--- config.mk ---
export PLATFORM = sky130hd
export DESIGN_NAME = uart_autobaud_detect
export DESIGN_NICKNAME = d
export VERILOG_FILES = /design/src/rtl/uart_autobaud_detect.sv
export SDC_FILE = /design/constraint.sdc
export NUM_CORES = 1
export LEC_CHECK = 0
export BUFFER_PORTS_ARGS = -buffer_cell sky130_fd_sc_hd__buf_2
export CAP_MARGIN = 20
export CORE_MARGIN = 4
export CORE_UTILIZATION = 60
export CTS_CLUSTER_DIAMETER = 60
export DETAILED_ROUTE_END_ITERATION = 8
export PLACE_DENSITY_LB_ADDON = 0.25
export SLEW_MARGIN = 0
export SYNTH_ARGS = -nofsm -noshare
export SYNTH_HDL_FRONTEND = slang
export SYNTH_SLANG_ARGS = --single-unit
--- constraint.sdc ---
create_clock -name i_clk -period 9.6 [get_ports i_clk]
set_clock_uncertainty 0.1 [all_clocks]
set_input_delay 0.96 -clock i_clk [delete_from_list [all_inputs] [get_ports i_clk]]
set_output_delay 0.96 -clock i_clk [all_outputs]
set_load 0.01 [all_outputs]
--- src/rtl/uart_autobaud_detect.sv ---
// Measures the bit period of an incoming 0x55 sync character on a raw RX line
// and reports the clock-cycles-per-bit divisor for the baud generator.
module uart_autobaud_detect #(
    parameter int CLK_RATE    = 150000000,
    parameter int MIN_BAUD    = 1200,
    parameter int MAX_BAUD    = 921600,
    parameter int SYNC_STAGES = 2,
    localparam int MAX_DIV    = CLK_RATE / MIN_BAUD,
    localparam int MIN_DIV    = CLK_RATE / MAX_BAUD,
    localparam int TMO        = 9 * MAX_DIV,
    localparam int CNT_W      = $clog2(TMO + 1),
    localparam int DIV_W      = $clog2(MAX_DIV + 1)
) (
    input  logic             i_clk,
    input  logic             i_rst_n,
    input  logic             i_rx,
    input  logic             i_arm,
    output logic             o_busy,
    output logic             o_valid,
    output logic [DIV_W-1:0] o_divisor,
    output logic             o_err,
    output logic [1:0]       o_err_code
);
    typedef enum logic [1:0] {S_IDLE, S_HUNT, S_MEAS} state_t;

    localparam logic [CNT_W-1:0] TMO_C     = CNT_W'(TMO);
    localparam logic [DIV_W-1:0] MIN_DIV_C = DIV_W'(MIN_DIV);

    logic [SYNC_STAGES-1:0] r_sync;
    logic                   r_rx_prev;
    logic                   r_fall;
    logic                   w_rx_s;

    state_t           r_state, w_state_nx;
    logic [CNT_W-1:0] r_total, w_total_nx;
    logic [CNT_W-1:0] r_intv,  w_intv_nx;
    logic [CNT_W-1:0] r_i0,    w_i0_nx;
    logic [2:0]       r_edges, w_edges_nx;
    logic             r_seen,  w_seen_nx;
    logic             r_valid, w_valid_nx;
    logic             r_err,   w_err_nx;
    logic [1:0]       r_code,  w_code_nx;
    logic [DIV_W-1:0] r_div,   w_div_nx;

    logic [CNT_W-1:0] w_tot, w_int, w_diff;
    logic [CNT_W:0]   w_sum;
    logic [DIV_W-1:0] w_div;
    logic             w_bad;

    assign w_rx_s = r_sync[SYNC_STAGES-1];

    // Sync flops preset to idle-high so reset never fabricates a falling edge
    always_ff @(posedge i_clk or negedge i_rst_n) begin
        if (!i_rst_n) begin
            r_sync    <= '1;
            r_rx_prev <= 1'b1;
            r_fall    <= 1'b0;
        end else begin
            r_sync    <= {r_sync[SYNC_STAGES-2:0], i_rx};
            r_rx_prev <= w_rx_s;
            r_fall    <= r_rx_prev & ~w_rx_s;
        end
    end

    assign w_tot  = (r_total == TMO_C) ? TMO_C : r_total + 1'b1;
    assign w_int  = (r_intv  == TMO_C) ? TMO_C : r_intv  + 1'b1;
    assign w_diff = (w_int >= r_i0) ? w_int - r_i0 : r_i0 - w_int;
    assign w_bad  = w_diff > (r_i0 >> 2);
    assign w_sum  = {1'b0, w_tot} + (CNT_W+1)'(4);
    assign w_div  = DIV_W'(w_sum >> 3);

    always_comb begin
        w_state_nx = r_state;
        w_total_nx = r_total;
        w_intv_nx  = r_intv;
        w_i0_nx    = r_i0;
        w_edges_nx = r_edges;
        w_seen_nx  = r_seen;
        w_valid_nx = 1'b0;
        w_err_nx   = 1'b0;
        w_code_nx  = r_code;
        w_div_nx   = r_div;
        case (r_state)
            S_IDLE: begin
                if (i_arm) begin
                    w_state_nx = S_HUNT;
                    w_seen_nx  = 1'b0;
                end
            end
            S_HUNT: begin
                if (w_rx_s) w_seen_nx = 1'b1;
                if (r_seen && r_fall) begin
                    w_state_nx = S_MEAS;
                    w_total_nx = '0;
                    w_intv_nx  = '0;
                    w_edges_nx = 3'd1;
                end
            end
            S_MEAS: begin
                w_total_nx = w_tot;
                w_intv_nx  = w_int;
                // Timeout takes priority over a coincident fall
                if (w_tot == TMO_C) begin
                    w_state_nx = S_IDLE;
                    w_err_nx   = 1'b1;
                    w_code_nx  = 2'd1;
                end else if (r_fall) begin
                    w_edges_nx = r_edges + 3'd1;
                    w_intv_nx  = '0;
                    if (r_edges == 3'd1) begin
                        w_i0_nx = w_int;
                    end else if (w_bad) begin
                        w_state_nx = S_IDLE;
                        w_err_nx   = 1'b1;
                        w_code_nx  = 2'd2;
                    end else if (r_edges == 3'd4) begin
                        w_state_nx = S_IDLE;
                        if (w_div < MIN_DIV_C) begin
                            w_err_nx  = 1'b1;
                            w_code_nx = 2'd3;
                        end else begin
                            w_valid_nx = 1'b1;
                            w_div_nx   = w_div;
                        end
                    end
                end
            end
            default: w_state_nx = S_IDLE;
        endcase
    end

    always_ff @(posedge i_clk or negedge i_rst_n) begin
        if (!i_rst_n) begin
            r_state <= S_IDLE;
            r_total <= '0;
            r_intv  <= '0;
            r_i0    <= '0;
            r_edges <= '0;
            r_seen  <= 1'b0;
            r_valid <= 1'b0;
            r_err   <= 1'b0;
            r_code  <= '0;
            r_div   <= '0;
        end else begin
            r_state <= w_state_nx;
            r_total <= w_total_nx;
            r_intv  <= w_intv_nx;
            r_i0    <= w_i0_nx;
            r_edges <= w_edges_nx;
            r_seen  <= w_seen_nx;
            r_valid <= w_valid_nx;
            r_err   <= w_err_nx;
            r_code  <= w_code_nx;
            r_div   <= w_div_nx;
        end
    end

    assign o_busy     = (r_state != S_IDLE);
    assign o_valid    = r_valid;
    assign o_err      = r_err;
    assign o_err_code = r_code;
    assign o_divisor  = r_div;
endmodule
==> flow_metrics.tcl <==
set metrics [dict create \
    avgSynthCellArea_sq_um 8.13 \
    pre_cts_ws_ns 1.76 \
    postSynthCellCount 1026 \
    clk_latency_ns 0.35 \
    power.leakage_nw 4.01 \
    instances_no_fill 1192 \
    p_int_w 0.00135 \
    ys_seq_area_share_pct 28.2 \
    r2r_slack_ns 1.56 \
    num_rows 42 \
    ys.flop_type "dfrtp_1" \
    slew_violations 0 \
    io_buffers 25 \
    crit_path_start "r_intv[0]" \
    synth_edf_count 0 \
    peakVddDrop_v 0.000170 \
    cp_max_fo 13 \
    postCtsSetupRepairBufs 0 \
    drt_iter0_markers 911 \
    cpPeakStageDelay_ns 0.57 \
    ys_async_sr_fraction_pct 100 \
    stdcell_area_sq_um 8810 \
    final_antenna_net_count 0 \
    max_freq_ghz 0.124 \
    cp.arrival_ns 8.17 \
    gp_congestion 1.08 \
    worst_pin_slew_ns 0.902 \
    combPwrFrac_pct 64.1 \
    final_layout_size_suffix_gt1_share_pct 9.55 \
    numCtsBuffers 9 \
    cap_violations 0 \
    drt-total-wl_microns 22300 \
    fin_util_pct 65.5 \
    period_minus_slack_ns 8.04 \
    power_density_nw_per_um2 291 \
    fin_tns_setup_ns 0 \
    vias 7514 \
    post_cts_resize_count 0 \
    die_x_microns 126 \
    synth_area_leaders "dfrtp_1 27%, ha_1 10%, a21oi_1 5.3%" \
    start_util_pct 62.0 \
    num_antenna_cells 0 \
    grt_max_degree 60 \
    hold_viol 0 \
    ys_warn_count 0 \
    area_growth_pct 5.58 \
    antenna_found_initial 0 \
    p_sw_w 0.00122 \
    end_kind "flip-flop" \
    dpl_cell_area_sq_um 8490 \
    grtUsageTotal_pct 27.7 \
    outcome "finished, final reports clean" \
    grt_first_pass_wirelength_microns 36100 \
    clkPwrFrac_pct 15.3 \
    clockBufferDepth 2 \
    fin_crit_sh_pct 83.7 \
    viasPerCell 6.30 \
    overflow 0 \
    final_net_count 1086 \
    die_h_microns 126 \
    clock_sinks 94 \
    path_clk_slew_ns 0.07 \
    synth_common_cells "100 x nand2_1, 91 x dfrtp_1, 88 x a21oi_1" \
    yosysTopAreaCell "dfrtp_1" \
    die_area_sq_um 15900 \
    sw_frac_of_total_pct 47.4 \
    ys_ff_latch 94 \
    yosys.cell_types.count 85 \
    rr_endpoint "o_divisor[3]" \
    synthMostInstantiatedCell "nand2_1" \
    critPathSlowestCell "a21oi_1" \
    setup_viol 0 \
    crit_end "o_divisor[3]" \
    p_seq_share_pct 20.6 \
    start_kind "flip-flop" \
    clockRootBuffer "clkbuf_16" \
    r2r_cells 31 \
    num_io_pins 26 \
    cts_tree "built" \
    worstPathRequired_ns 9.74 \
    grt_pass1_vias 6986 \
    dpl.hpwl_microns 16700 \
    coreArea_sq_um 13500 \
    synth.cell_area_sq_um 8350 \
    drt_pass1_iterations 6 \
    min_path_type "reg2reg" \
    htreeDepth 3 \
    ctsHoldBuffers 0 \
    rsz0062_at_grt "no" \
    crit_top_cell "a21oi_1" \
    regToRegStartpoint "r_intv[0]" \
    drc 0 \
    crit_type "reg2reg" \
    place_inst 1176 \
    wl_per_cell_microns 18.7 \
    slew_headroom_pct 39.7 \
    synth_top_area_share_pct 27.3 \
    syn_nets 1101 \
    timing.final.ws_setup_ns 1.56 \
]
power groups by stage:
stage	Combinational [W]	Clock [W]	Sequential [W]
floorplan	0.00122	0	0.000509
global placement	0.00159	0	0.000532
detailed placement	0.00159	0	0.000534
CTS	0.00160	0.000398	0.000527
global route	0.00182	0.000418	0.000539
finish	0.00164	0.000393	0.000528
per-layer routing:
layer	up-vias	track usage [%]	share of wire, %
met5	-	0	0
met4	0	6.31	1.8
met3	35	8.00	9.9
met2	347	38.6	41
met1	3511	42.4	47
li1	3621	-	-
worst min path at each step:
stage | end | slack (ns) | from | depth (start not counted)
after CTS | r_sync[1] | 0.26 | r_sync[0] | 0
after floorplan | r_sync[1] | 0.25 | r_sync[0] | 0
after global routing | r_sync[1] | 0.27 | r_sync[0] | 0
after global placement | r_sync[1] | 0.25 | r_sync[0] | 0
final | r_sync[1] | 0.26 | r_sync[0] | 0
after detailed placement | r_sync[1] | 0.25 | r_sync[0] | 0
through the flow:
stage	hold WS, ns	power [W]
floorplan	0.245	0.00173
global placement	0.252	0.00212
detailed placement	0.248	0.00212
CTS	0.262	0.00253
global route	0.266	0.00278
finish	0.258	0.00256
layout make-up:
cell class / instances / area [sq um]
Clock buffer: 10 / 229
Timing Repair Buffer: 33 / 188
Fill cell: 1169 / 4640
Sequential cell: 94 / 2360
Inverter: 71 / 267
Multi-Input combinational cell: 802 / 5460
Tap cell: 176 / 220
Clock inverter: 6 / 93.8
sequential cells by signal, summed over array words and instances, names as in the netlist, 2 cells and up:
name / flops
r_intv: 21
r_i0: 21
r_edges: 3
r_total: 21
r_sync: 2
o_err_code: 2
o_divisor: 17
r_state: 2
kinds of logic (layout without fill, tap and decap cells):
family / after synthesis / count (layout) / share of synthesized area [%]
and+or+nand+nor: 346 / 346 / 21.3
muxes: 21 / 21 / 3.15
DFF: 94 / 94 / 28.2
xor gates and xnor gates: 73 / 73 / 7.75
buffers and inverters: 130 / 120 / 6.52
AOI/OAI and AO/OA: 291 / 291 / 22.2
adders and majority gates: 71 / 71 / 10.8
worst max-delay path: cells and delay by family (launching register included):
family                     cells  cell delay [ns]
adders and majority gates      3             0.92
DFF                            1             0.40
and+or+nand+nor                8             1.64
muxes                          2             0.66
xor gates and xnor gates       2             0.48
AOI/OAI and AO/OA             14             3.38
buffers and inverters          2             0.35
layout by cell type, fill, tap and decap left out, types with 14 or more instances in the layout:
| master | synthesis | routed |
|---|---|---|
| nand3_1 | 33 | 33 |
| o21ai_0 | 79 | 79 |
| inv_1 | 70 | 70 |
| nand2_1 | 100 | 100 |
| xor2_1 | 28 | 28 |
| dfrtp_1 | 91 | 91 |
| ha_1 | 69 | 69 |
| nand4_1 | 19 | 19 |
| nor2_1 | 83 | 82 |
| a21o_1 | 14 | 14 |
| and3_1 | 17 | 17 |
| buf_2 | 21 | 24 |
| nor3_1 | 21 | 20 |
| xnor2_1 | 44 | 44 |
| a21oi_1 | 88 | 88 |
Power figures use the tool's default switching activity.
